[config.mk]
export PLATFORM = sky130hd
export DESIGN_NAME = alloc_arb
export DESIGN_NICKNAME = d
export VERILOG_FILES = /design/src/rtl/alloc_pkg.sv /design/src/rtl/alloc_arb_slot.sv /design/src/rtl/alloc_arb.sv
export SDC_FILE = /design/constraint.sdc
export NUM_CORES = 1
export LEC_CHECK = 0
export BUFFER_PORTS_ARGS = -buffer_cell sky130_fd_sc_hd__buf_2
export CORE_ASPECT_RATIO = 1.5
export CORE_MARGIN = 2
export CORE_UTILIZATION = 42
export CTS_CLUSTER_DIAMETER = 120
export CTS_CLUSTER_SIZE = 20
export DETAILED_ROUTE_END_ITERATION = 8
export PLACE_DENSITY = 0.89
export SYNTH_ARGS = -nofsm -noshare
export SYNTH_HDL_FRONTEND = slang
export SYNTH_SLANG_ARGS = --single-unit
[constraint.sdc]
create_clock -name i_clk -period 1.6 [get_ports i_clk]
set_clock_uncertainty 0.05 [all_clocks]
set_input_delay 0.24 -clock i_clk [delete_from_list [all_inputs] [get_ports i_clk]]
set_output_delay 0.24 -clock i_clk [all_outputs]
set_load 0.05 [all_outputs]
[src/rtl/alloc_pkg.sv]
// Shared opcodes, value constants and type-tag masks for the allocator and its arbiter.
package alloc_pkg;
   localparam int DATA_SZ_DEF = 16;
   localparam int NCLI_DEF    = 2;

   localparam logic [1:0] OP_READ  = 2'd0;
   localparam logic [1:0] OP_WRITE = 2'd1;
   localparam logic [1:0] OP_ALLOC = 2'd2;
   localparam logic [1:0] OP_FREE  = 2'd3;

   localparam logic [15:0] UNDEF = 16'h0000;
   localparam logic [15:0] NIL   = 16'h0000;
   localparam logic [15:0] FALSE = 16'h0000;
   localparam logic [15:0] TRUE  = 16'h0001;
   localparam logic [15:0] UNIT  = 16'h0002;
   localparam logic [15:0] ZERO  = 16'h0000;

   localparam logic [15:0] DIR = 16'h8000;
   localparam logic [15:0] MUT = 16'h4000;
   localparam logic [15:0] OPQ = 16'h2000;
   localparam logic [15:0] VLT = 16'h1000;

   typedef enum logic {ST_RUN = 1'b0, ST_HALT = 1'b1} state_e;
endpackage

[src/rtl/alloc_arb_slot.sv]
// Per-client inflight flag and held response register; result captured one cycle after the grant.
module alloc_arb_slot import alloc_pkg::*; #(
   parameter int DATA_SZ = DATA_SZ_DEF
) (
   input  logic               i_clk,
   input  logic               i_rst_n,
   input  logic               i_grant,
   input  logic [1:0]         i_op,
   input  logic               i_alloc_err,
   input  logic [DATA_SZ-1:0] i_alloc_addr,
   input  logic [DATA_SZ-1:0] i_rdata,
   input  logic               i_rsp_ready,
   output logic               o_inflight,
   output logic               o_rsp_valid,
   output logic [DATA_SZ-1:0] o_rsp_data
);
   logic [1:0]         r_op;
   logic               r_inflight;
   logic               r_rsp_valid;
   logic [DATA_SZ-1:0] r_rsp_data;
   logic [DATA_SZ-1:0] w_result;

   always_comb begin
      w_result = DATA_SZ'(UNDEF);
      case (r_op)
         OP_ALLOC: w_result = i_alloc_addr;
         OP_READ:  w_result = i_rdata;
         default:  w_result = DATA_SZ'(UNDEF);
      endcase
   end

   always_ff @(posedge i_clk or negedge i_rst_n) begin
      if (!i_rst_n) begin
         r_op        <= OP_READ;
         r_inflight  <= 1'b0;
         r_rsp_valid <= 1'b0;
         r_rsp_data  <= '0;
      end else begin
         if (i_grant) begin
            r_inflight <= 1'b1;
            r_op       <= i_op;
         end else if (r_inflight) begin
            r_inflight <= 1'b0;
         end
         // A completing op beats a same-edge consume; an erroring op is dropped.
         if (r_inflight && !i_alloc_err) begin
            r_rsp_valid <= 1'b1;
            r_rsp_data  <= w_result;
         end else if (i_rsp_ready) begin
            r_rsp_valid <= 1'b0;
         end
      end
   end

   assign o_inflight  = r_inflight;
   assign o_rsp_valid = r_rsp_valid;
   assign o_rsp_data  = r_rsp_data;
endmodule

[src/rtl/alloc_arb.sv]
// Round-robin two-client arbiter in front of the allocator, grant->rsp_valid 2 cycles, sticky halt on error.
// A client holding an unconsumed response is not granted; ALLOC_ARB_PAIR_EN grants an ALLOC+FREE pair together.
module alloc_arb import alloc_pkg::*; #(
   parameter int DATA_SZ = DATA_SZ_DEF,
   parameter int NCLI    = NCLI_DEF
) (
   input  logic                    i_clk,
   input  logic                    i_rst_n,
   input  logic [NCLI-1:0]         i_req_valid,
   output logic [NCLI-1:0]         o_req_ready,
   input  logic [2*NCLI-1:0]       i_req_op,
   input  logic [NCLI*DATA_SZ-1:0] i_req_addr,
   input  logic [NCLI*DATA_SZ-1:0] i_req_data,
   output logic [NCLI-1:0]         o_rsp_valid,
   input  logic [NCLI-1:0]         i_rsp_ready,
   output logic [NCLI*DATA_SZ-1:0] o_rsp_data,
   output logic                    o_alloc,
   output logic [DATA_SZ-1:0]      o_data,
   output logic                    o_free,
   output logic [DATA_SZ-1:0]      o_addr,
   output logic                    o_wr,
   output logic [DATA_SZ-1:0]      o_waddr,
   output logic [DATA_SZ-1:0]      o_wdata,
   output logic                    o_rd,
   output logic [DATA_SZ-1:0]      o_raddr,
   input  logic [DATA_SZ-1:0]      i_alloc_addr,
   input  logic [DATA_SZ-1:0]      i_rdata,
   input  logic                    i_alloc_err,
   output logic                    o_halt
);
   state_e             r_state;
   logic               r_rr;
   logic [NCLI-1:0]    w_elig, w_grant, w_inflight;
   logic               w_run, w_pair, w_sel, w_acli;
   logic [1:0]         w_op0, w_op1, w_sel_op;
   logic [DATA_SZ-1:0] w_addr0, w_addr1, w_data0, w_data1, w_sel_addr, w_sel_data;

   // Gating with the raw reset keeps every grant low while reset is held.
   assign w_run   = (r_state == ST_RUN) && i_rst_n;
   assign w_op0   = i_req_op[1:0];
   assign w_op1   = i_req_op[3:2];
   assign w_addr0 = i_req_addr[DATA_SZ-1:0];
   assign w_addr1 = i_req_addr[2*DATA_SZ-1:DATA_SZ];
   assign w_data0 = i_req_data[DATA_SZ-1:0];
   assign w_data1 = i_req_data[2*DATA_SZ-1:DATA_SZ];

   for (genvar c = 0; c < NCLI; c++) begin : g_cli
      assign w_elig[c] = w_run && i_req_valid[c] && !w_inflight[c] &&
                         (!o_rsp_valid[c] || i_rsp_ready[c]);

      alloc_arb_slot #(.DATA_SZ(DATA_SZ)) u_slot (
         .i_clk        (i_clk),
         .i_rst_n      (i_rst_n),
         .i_grant      (w_grant[c]),
         .i_op         (i_req_op[2*c +: 2]),
         .i_alloc_err  (i_alloc_err),
         .i_alloc_addr (i_alloc_addr),
         .i_rdata      (i_rdata),
         .i_rsp_ready  (i_rsp_ready[c]),
         .o_inflight   (w_inflight[c]),
         .o_rsp_valid  (o_rsp_valid[c]),
         .o_rsp_data   (o_rsp_data[c*DATA_SZ +: DATA_SZ])
      );
   end

`ifdef ALLOC_ARB_PAIR_EN
   assign w_pair = &w_elig && (((w_op0 == OP_ALLOC) && (w_op1 == OP_FREE)) ||
                               ((w_op0 == OP_FREE)  && (w_op1 == OP_ALLOC)));
`else
   assign w_pair = 1'b0;
`endif

   always_comb begin
      w_grant = '0;
      if (w_pair)              w_grant = '1;
      else if (w_elig[r_rr])   w_grant[r_rr] = 1'b1;
      else if (w_elig[~r_rr])  w_grant[~r_rr] = 1'b1;
   end

   assign o_req_ready = w_grant;
   assign w_sel       = w_grant[1];
   assign w_acli      = (w_op1 == OP_ALLOC);
   assign w_sel_op    = w_sel ? w_op1   : w_op0;
   assign w_sel_addr  = w_sel ? w_addr1 : w_addr0;
   assign w_sel_data  = w_sel ? w_data1 : w_data0;

   always_comb begin
      o_alloc = 1'b0;
      o_data  = '0;
      o_free  = 1'b0;
      o_addr  = '0;
      o_wr    = 1'b0;
      o_waddr = '0;
      o_wdata = '0;
      o_rd    = 1'b0;
      o_raddr = '0;
      if (w_pair) begin
         o_alloc = 1'b1;
         o_data  = w_acli ? w_data1 : w_data0;
         o_free  = 1'b1;
         o_addr  = w_acli ? w_addr0 : w_addr1;
      end else if (|w_grant) begin
         case (w_sel_op)
            OP_READ:  begin o_rd = 1'b1;    o_raddr = w_sel_addr; end
            OP_WRITE: begin o_wr = 1'b1;    o_waddr = w_sel_addr; o_wdata = w_sel_data; end
            OP_ALLOC: begin o_alloc = 1'b1; o_data  = w_sel_data; end
            default:  begin o_free = 1'b1;  o_addr  = w_sel_addr; end
         endcase
      end
   end

   always_ff @(posedge i_clk or negedge i_rst_n) begin
      if (!i_rst_n) begin
         r_state <= ST_RUN;
         r_rr    <= 1'b0;
      end else begin
         case (r_state)
            ST_RUN: begin
               if (i_alloc_err) r_state <= ST_HALT;
               if (!w_pair && |w_grant) r_rr <= ~w_sel;
            end
            default: r_state <= ST_HALT;
         endcase
      end
   end

   assign o_halt = (r_state == ST_HALT);
endmodule
# Word-level counts from Yosys, hierarchy flattened

Cells that the tools add are included.
Widths: inputs -> output; s select.

Bits in registers: 42
Input port bits: 107
Output and inout bits: 121
Word-level logic and storage cells: 88

$lt $le $gt $ge: 4
Equality and inequality tests: 4
Mux-type cells: 41
Bitwise logic cells: 3
Reductions and logical operators: 26

Operator list:

| operator           | count |
|---|---|
| $mux 16            | 12 |
| $pmux 16 s2        | 2 |
| $mux 1             | 22 |
| $logic_and 1x1->1  | 11 |
| $eq 2x2->1 const B | 3 |
| $logic_not 2->1    | 3 |
| $mux 2             | 3 |
| $logic_not 1->1    | 5 |
| $lt 1x2->1 const B | 2 |
| $reduce_bool 2->1  | 2 |
| $not 1->1          | 3 |
| $reduce_or 3->1    | 1 |
| $demux 1 s1        | 2 |
| $eq 2x1->1 const B | 1 |
| $ge 1x1->1 const B | 2 |
| $logic_or 1x1->1   | 2 |
| $reduce_and 2->1   | 1 |
| $reduce_or 2->1    | 1 |

# Depth between registers and ports, before layout

Gate-level depths: netlist of the first run.

Word-level depth: 14
Depth in mapped cells: 6
Gate-level depth less buffers: 4

# Cells and area by module

Synthesis of the first run repeated with hierarchy kept, for this count alone.

Cell total of the unflattened synthesis: 452
Area, all modules: 4147.7 µm²

Modules (own cells, without submodules):

| module         | instances | cells each | area each (µm²) | seq. area each (µm²) |
|---|---|---|---|---|
| alloc_arb      | 1         | 324        | 2140.8          | 50.0 |
| alloc_arb_slot | 2         | 64         | 1003.5          | 500.5 |

# Least setup slack after synthesis of the first run

No wires, ideal clock.

Kind: reg2out
Start: reg r_state (netlist: o_halt)
End: out o_wdata[10]
Arrival time: 2690 ps
Required time: 1310 ps
Slack: -1380 ps
Cell stages (with the launch flop): 7
Buffers on the path: 3
Cells stage by stage: dfrtp_1 nand2b_1 buf_2 clkbuf_1 buf_2 o21ai_0 a211oi_1

Longest elaborated chain between the ends: 13
Elaborated cells on any way between the ends: 20
Classes of those cells: 1 x eq/ne; 10 x mux; 1 x bitwise; 8 x reduce/logical

Ends and longest elaborated chain:

| element                                   | RTL line         | source |
|---|---|---|
| from (decl)                               | alloc_arb.sv:31  | `state_e r_state;` |
| from (signal assigned)                    | alloc_arb.sv:114 | `r_state <= ST_RUN;` |
| from (signal assigned)                    | alloc_arb.sv:119 | `if (i_alloc_err) r_state <= ST_HALT;` |
| from (signal assigned)                    | alloc_arb.sv:122 | `default: r_state <= ST_HALT;` |
| $not 1->1 (no line) *                     | n/a              |  |
| $logic_and 1x1->1 *                       | alloc_arb.sv:39  | `assign w_run = (r_state == ST_RUN) && i_rst_n;` |
| $logic_and 1x1->1 (3 in a row)            | alloc_arb.sv:48  | `assign w_elig[c] = w_run && i_req_valid[c] && !w_inflight[c] &&` |
| $mux 1 (implied by the code) (2 in a row) | alloc_arb.sv:77  | `else if (w_elig[~r_rr]) w_grant[~r_rr] = 1'b1;` |
| $mux 2                                    | alloc_arb.sv:77  |  |
| $mux 2 *                                  | alloc_arb.sv:76  | `else if (w_elig[r_rr]) w_grant[r_rr] = 1'b1;` |
| $mux 2                                    | alloc_arb.sv:83  | `assign w_sel_op = w_sel ? w_op1 : w_op0;` |
| $eq 2x1->1                                | alloc_arb.sv:103 | `case (w_sel_op)` |
| $mux 16                                   | alloc_arb.sv:103 |  |
| $mux 16 *                                 | alloc_arb.sv:102 | `end else if (\|w_grant) begin` |
| to (decl)                                 | alloc_arb.sv:23  | `output logic [DATA_SZ-1:0] o_wdata,` |

Every way passes the cells marked *; elsewhere a longest branch is shown, timed or not. The select of a mux whose other input is x is not followed.

# Worst setup path after layout of the first run

Start: reg g_cli[0].u_slot.r_inflight
End: out o_data[1]

Longest elaborated chain between the ends: 11
Elaborated cells on any way between the ends: 15
Classes of those cells: 1 x eq/ne; 10 x mux; 4 x reduce/logical

Ends and longest elaborated chain:

| element                                   | RTL line             | source |
|---|---|---|
| from (decl)                               | alloc_arb_slot.sv:18 | `logic r_inflight;` |
| from (signal assigned)                    | alloc_arb_slot.sv:35 | `r_inflight <= 1'b0;` |
| from (signal assigned)                    | alloc_arb_slot.sv:40 | `r_inflight <= 1'b1;` |
| from (signal assigned)                    | alloc_arb_slot.sv:43 | `r_inflight <= 1'b0;` |
| $logic_not 1->1 *                         | alloc_arb.sv:48      |  |
| $logic_and 1x1->1 * (2 in a row)          | alloc_arb.sv:48      |  |
| $mux 1 (implied by the code) (2 in a row) | alloc_arb.sv:77      |  |
| $mux 2                                    | alloc_arb.sv:77      |  |
| $mux 2 *                                  | alloc_arb.sv:76      |  |
| $mux 2                                    | alloc_arb.sv:83      |  |
| $eq 2x2->1                                | alloc_arb.sv:103     |  |
| $mux 16                                   | alloc_arb.sv:103     |  |
| $mux 16 *                                 | alloc_arb.sv:102     |  |
| to (decl)                                 | alloc_arb.sv:18      | `output logic [DATA_SZ-1:0] o_data,` |

Marks and branches as above.

==> results of run 1 <==
-- per-layer routing --
layer	up-vias	track usage [%]	routed length [um]	share of wire [%]
li1	2419	-	-	-
met3	221	9.57	2460	10
met5	-	0	0	0
met2	584	66.7	11700	49
met4	0	20.3	2040	8.5
met1	2841	42.8	7770	32
-- Yosys cell counts (all sizes together) --
cell type	n	area share, %
a211oi	82	18
a21oi	2	0.24
a2bb2oi	1	0.36
a32oi	1	0.39
and3	2	0.30
buf	40	5.4
clkbuf	37	3.4
dfrtp	42	25
inv	1	0.090
mux2	3	0.81
mux2i	32	7.7
nand2	34	3.1
nand2b	6	1.1
nand3	3	0.36
nand4	32	4.8
nand4b	32	6.7
nor2	2	0.18
nor2b	35	5.6
nor3	1	0.12
nor4b	2	0.72
o211ai	32	5.8
o21ai	66	7.9
o311a	1	0.51
o311ai	1	0.63
or2	3	0.45
-- metrics by stage --
stage | setup WS [ps] | utilization (%) | TNS [ps] | hold slack (ps)
final | -1110 | 86.4 | -80980 | 72.3
after detailed placement | -612 | 69.1 | -47940 | 158
after global routing | -1290 | 86.4 | -84750 | 135
after floorplan | -692 | - | -45320 | -106
after CTS | -869 | 81.2 | -69220 | 76.1
after global placement | -576 | 69.1 | -44670 | 158
-- state kept, by name, summed over array words and instances (netlist names) --
register,flops
g_cli.u_slot.r_op,4
g_cli.u_slot.o_rsp_data,32
o_halt,1
g_cli.u_slot.o_inflight,2
r_rr,1
g_cli.u_slot.o_rsp_valid,2
-- layout make-up --
type	instances	area, sq um
Tap cell	115	144
Multi-Input combinational cell	373	3770
Clock buffer	6	129
Timing Repair Buffer	354	3260
Inverter	1	3.75
Sequential cell	42	1050
Clock inverter	2	13.8
Fill cell	428	1320
-- logic make-up (layout without fill, tap and decap cells) --
kind of cell | Yosys count | count (layout)
buffers and inverters | 78 | 363
DFF | 42 | 42
muxes | 35 | 35
and+or+nand+nor | 152 | 152
AOI/OAI and AO/OA | 186 | 186
-- what timing repair did --
item,CTS,global route
gates resized for setup,209,82
endpoints found under the hold margin,1,0
buffers inserted,18,34
hold buffers,1,0
setup endpoints to repair,89,107
gates cloned,8,7
pin swaps,12,36
-- power by group through the flow --
| stage | logic [mW] | registers (mW) | clock network [mW] |
|---|---|---|---|
| floorplan | 0.594 | 1.31 | 0 |
| global placement | 1.16 | 1.16 | 0 |
| detailed placement | 1.19 | 1.16 | 0 |
| CTS | 1.44 | 1.15 | 0.997 |
| global route | 1.77 | 1.15 | 1.04 |
| finish | 1.72 | 1.15 | 0.983 |
-- path summary, 6_finish.rpt --
| kind | end | slack, ps | depth (start not counted) |
|---|---|---|---|
| min | g_cli[0].u_slot.o_rsp_data[0] | 70 | 2 |
| min reg2reg | g_cli[0].u_slot.o_rsp_data[7] | 430 | 2 |
| min in group i_clk | o_halt | 130 | 2 |
| max | o_data[1] | -1110 | 7 |
| max reg2reg | g_cli[1].u_slot.r_op[0] | -390 | 8 |
| max in group asynchronous | g_cli[0].u_slot.o_rsp_valid | 970 | 3 |
==> results by group, run 1 <==
Detailed routing
  – Detailed Route WL: 24000 um
  – Vias per inst: 6.79
  – Vias: 6065
  – ANT nets after route: 0
  – Wire length per cell: 26.9 um
  – # DRC: 0
  – Drt pass-1 iters: 6
  – Initial drt markers: 607

Logic synthesis
  – #FFs+latches synth: 42
  – Synth Area in Simple Gates: 23.4%
  – Post-synth net total: 600
  – Multiplexer share of the synthesized area: 8.48%
  – Synth unique cells: 35
  – Largest family of logic cells by synthesized area: compound AO/OA/AOI/OAI gates
  – Syn. warnings: 0
  – Syn Std Cell Area: 0.00418 sq mm
  – Adder-Cell Fraction of Synth Area: 0%
  – XOR/XNOR Fraction of Synth Area: 0%
  – Compound-Gate Fraction of Synth Area: 34.1%
  – Syn Inst Count: 493
  – Mean Syn Cell Area: 8.47 sq um
  – Register area share after synthesis: 25.2%

Final layout
  – Final Cell Area: 0.00837 sq mm
  – Layout cells sized above 1: 62.5%
  – Non-filler instance count after layout: 893
  – Layout area overhead: 100%
  – Most frequent cells in the layout: 141 x buf_2, 108 x buf_6, 69 x a211oi_4, 61 x buf_4, 41 x dfrtp_1
  – Nets: 884
  – Commonest non-fill, non-tap cell in the layout: buf_2
  – Antenna diodes: 0

CTS
  – H-tree level count: 2
  – Longest Clk Path Bufs: 2
  – Worst-path clk slew: 60 ps
  – Worst-Skew Late Latency: 280 ps
  – Num CTS Buffers: 5
  – Clock Root Buffer: clkbuf_16
  – CTS tree: done
  – Clock Sinks: 42

Placement
  – Inst Count DP: 830
  – GPL Wtd Cong: 0.942
  – DP HPWL: 12700 um
  – Port buffer count: 227
  – Placed cell area: 0.00670 sq mm

Pwr
  – Sequential power share: 29.8%
  – Sw Ratio: 37.3%
  – Power Dens Cells: 460 mW/mm^2
  – Lkg Pwr: 3.15 nW
  – Total chip power: 3.85 mW
  – Combinational Power Share: 44.7%
  – Net switching power: 1.44 mW
  – VDD IR max: 0.000832 V
  – Clock network fraction of total power: 25.5%
  – Internal power: 2.42 mW

Timing
  – Final Setup Violations: 91
  – Fmax: 369 MHz
  – RSZ-0062 raised after global routing: yes
  – Final WS setup: -1110 ps
  – Pins Over Slew Limit: 0
  – Slew at the pin closest to its max-slew limit: 580 ps
  – Final period utilization: 170%
  – Final hold vios: 0
  – Min cycle time layout: 2710 ps
  – Worst rel slew slack: 61.1%

Floorplanning
  – # IOs: 228
  – Core area: 0.00969 sq mm
  – Die area: 0.0108 sq mm
  – Initial Utilization: 43.1%
  – Die X: 85.4 um
  – # rows: 44
  – Die Y: 126 um

GRT
  – First-pass GRT wire length: 32700 um
  – Congestion Overflow GR: 0
  – Largest net degree at the start of global routing: 50
  – GRT Total Usage: 38.5%
  – Initial antenna violation count: 0
  – Number of global-route vias before repair: 5880

Job
  – MaxCap Viol Count: 0

Worst setup path
  – Setup CP Type: register to output pin
  – Crit path max fanout: 6
  – CP Launch Point: g_cli[0].u_slot.o_inflight
  – Largest stage delay, worst path: 450 ps
  – Crit path max-delay family: compound AO/OA/AOI/OAI gates
  – CP max stage cell: a211oi_4
  – Crit-path cells: nand2b_4 -> o311ai_4 -> buf_4 -> buf_12 -> o211ai_1 -> a211oi_4 -> buf_6
  – CP startpoint kind: register
  – RR Startpoint: g_cli[0].u_slot.o_inflight
  – Critical Path RT: 1310 ps
  – Bufs and invs on worst path: 3
  – CP endpoint kind: output pin
  – Data arrival, critical path: 2420 ps

Worst hold path
  – HP Class: input pin to asynchronous set/reset pin

Status
  – Outcome: finished, violations left
  – Failing checks: negative setup slack
No activity file was read; power rests on OpenSTA's default activity.
==> run 2: changes to the inputs <==
--- a/config.mk
+++ b/config.mk
@@ -13,6 +13,7 @@
 export CTS_CLUSTER_SIZE = 20
 export DETAILED_ROUTE_END_ITERATION = 8
 export PLACE_DENSITY = 0.89
+export REMOVE_ABC_BUFFERS = 1
 export SYNTH_ARGS = -nofsm -noshare
 export SYNTH_HDL_FRONTEND = slang
 export SYNTH_SLANG_ARGS = --single-unit
==> results by group, run 2 (same netlist as run 1, synthesis figures left out) <==
GRT
  – Number of global-route vias before repair: 6176 (+5.0%)
  – GRT Total Usage: 37.8% (-0.67 points)
  – Congestion Overflow GR: 0 (unchanged)
  – Initial antenna violation count: 1 (+1)
  – Largest net degree at the start of global routing: 41 (-18%)
  – First-pass GRT wire length: 32500 um (-0.53%)

Worst setup path
  – CP startpoint kind: register
  – R2R setup slack: -570 ps (-180 ps)
  – CP max stage cell: dfrtp_1
  – Worst flop-to-flop path endpoint: g_cli[1].u_slot.r_op[0]
  – Crit path max-delay family: buffers and inverters
  – Critical Path RT: 1310 ps (about the same)
  – Setup CP Type: register to output pin
  – RR Startpoint: g_cli[1].u_slot.o_inflight
  – Largest stage delay, worst path: 420 ps (-30 ps)
  – Worst r2r path cells: 11 (+3)
  – Bufs and invs on worst path: 6 (+3)
  – Crit-path most repeated cell: buf_12
  – CP endpoint kind: output pin
  – Crit path max fanout: 7 (+1)
  – Crit-path cells: nor2b_4 -> buf_12 -> o311ai_4 -> buf_6 -> buf_12 -> buf_8 -> o21ai_1 -> a211oi_1 -> buf_4 -> buf_12
  – Data arrival, critical path: 2360 ps (-60 ps)

Timing
  – Final WS setup: -1050 ps (+61.5 ps)
  – RSZ-0062 raised after global routing: yes
  – Final hold vios: 0 (unchanged)
  – Slew at the pin closest to its max-slew limit: 581 ps (+1.06 ps)
  – Hold slack: 53.4 ps (-18.9 ps)
  – Fmax: 377 MHz (+2.3%)
  – Final period utilization: 166% (-3.8 points)
  – Worst rel slew slack: 61.2% (+0.19 points)
  – Final Setup Violations: 91 (unchanged)
  – Pins Over Slew Limit: 0 (unchanged)
  – Min cycle time layout: 2650 ps (-61.5 ps)

CTS
  – Worst-path clk slew: 60 ps (about the same)
  – Longest Clk Path Bufs: 2 (unchanged)
  – Clock Sinks: 42 (unchanged)
  – CTS tree: done
  – Clock Root Buffer: clkbuf_16
  – Num CTS Buffers: 5 (unchanged)
  – H-tree level count: 2 (unchanged)
  – Worst-Skew Late Latency: 290 ps (about the same)

Pwr
  – VDD IR max: 0.000925 V (+11%)
  – Lkg Pwr: 3.20 nW (+1.5%)
  – Power Dens Cells: 472 mW/mm^2 (+2.6%)

Status
  – Outcome: finished, violations left
  – Failing checks: negative setup slack

Placement
  – GPL Wtd Cong: 0.945 (+0.25%)
  – DP HPWL: 12700 um (-0.67%)
  – Placed cell area: 0.00624 sq mm (-6.9%)
  – Port buffer count: 227 (unchanged)

Final layout
  – Antenna diodes: 0 (unchanged)
  – Max FFs per register: 32 (unchanged)
  – Nets: 901 (+1.9%)
  – Most frequent cells in the layout: 141 x buf_2, 92 x buf_6, 91 x buf_4, 69 x a211oi_2, 41 x dfrtp_1
  – Layout cells sized above 1: 62.1% (-0.38 points)
  – Final Cell Area: 0.00797 sq mm (-4.9%)
  – Layout area overhead: 90.7%
  – Commonest non-fill, non-tap cell in the layout: buf_2

Floorplanning
  – # IOs: 228 (unchanged)
  – Core area: 0.00969 sq mm (unchanged)
  – Die area: 0.0108 sq mm (unchanged)
  – Die Y: 126 um (unchanged)
  – Initial Utilization: 43.1% (unchanged)
  – # rows: 44 (unchanged)
  – Die X: 85.4 um (unchanged)

Detailed routing
  – Drt pass-1 iters: 6 (unchanged)
  – Vias per inst: 7.18 (+5.7%)
  – Initial drt markers: 739 (+22%)
  – # DRC: 0 (unchanged)
  – Vias: 6525 (+7.6%)
  – ANT nets after route: 0 (unchanged)
  – Wire length per cell: 28.5 um (+6.1%)
  – Detailed Route WL: 25900 um (+8.0%)

Job
  – MaxCap Viol Count: 0 (unchanged)

Worst hold path
  – HP Class: input pin to asynchronous set/reset pin
run 2: area by class of cell:
type	count	area (sq um)
well taps	115	144
clock buffers	5	125
fillers	446	1720
clock inverters	2	10.0
multi-input cells	374	3280
flip-flops and latches	42	1050
inverters	1	3.75
repair buffers	370	3350
run 2: worst max-delay path by stage:
stage | cells past startpoint | to | from
floorplan | 3 | o_alloc | o_halt
detailed placement | 6 | o_rd | g_cli[1].u_slot.o_inflight
finish | 10 | o_wdata[15] | g_cli[1].u_slot.o_inflight
global placement | 7 | o_data[6] | g_cli[0].u_slot.o_rsp_valid
CTS | 9 | o_raddr[11] | g_cli[1].u_slot.o_inflight
global route | 8 | o_waddr[12] | g_cli[1].u_slot.o_inflight
run 2: power breakdown:
group          total, mW  leakage [nW]  switching [mW]  internal (mW)
clock network      0.966        0.0694           0.402          0.563
registers           1.15         0.568          0.0324           1.11
logic               1.65          2.56           0.943          0.705
run 2: repair_timing:
item	4_1_cts	5_1_grt
hold endpoints to repair	2	0
pin swaps	73	40
gates resized for setup	223	82
cloned	5	4
setup endpoints to repair	89	91
buffers inserted	16	19
hold buffers	1	0
run 2: through the flow:
| stage | instances | util (%) | setup WS, ps | TNS (ps) | total power, mW |
|---|---|---|---|---|---|
| after floorplan | 416 | - | -4470 | -364270 | 1.65 |
| after global placement | 859 | 64.4 | -623 | -45410 | 2.25 |
| after detailed placement | 859 | 64.4 | -719 | -49310 | 2.29 |
| after CTS | 888 | 75.9 | -857 | -67380 | 3.46 |
| after global routing | 909 | 82.2 | -1100 | -82150 | 3.85 |
| final | 909 | 82.2 | -1050 | -78250 | 3.76 |
run 2: routing by layer:
| layer | share of wire [%] | routed length [um] | global-route usage, % |
|---|---|---|---|
| met5 | 0 | 0 | 0 |
| met4 | 10 | 2600 | 27.0 |
| met3 | 12 | 3110 | 7.14 |
| met2 | 44 | 11500 | 63.6 |
| met1 | 34 | 8700 | 41.9 |
run 2: worst reg2reg max path, delay by kind of cell (launching register included):
kind	cells	cell delay, ps
compound gates	1	80
buf+inv	7	940
flops	1	420
simple gates	2	290
mux	1	280
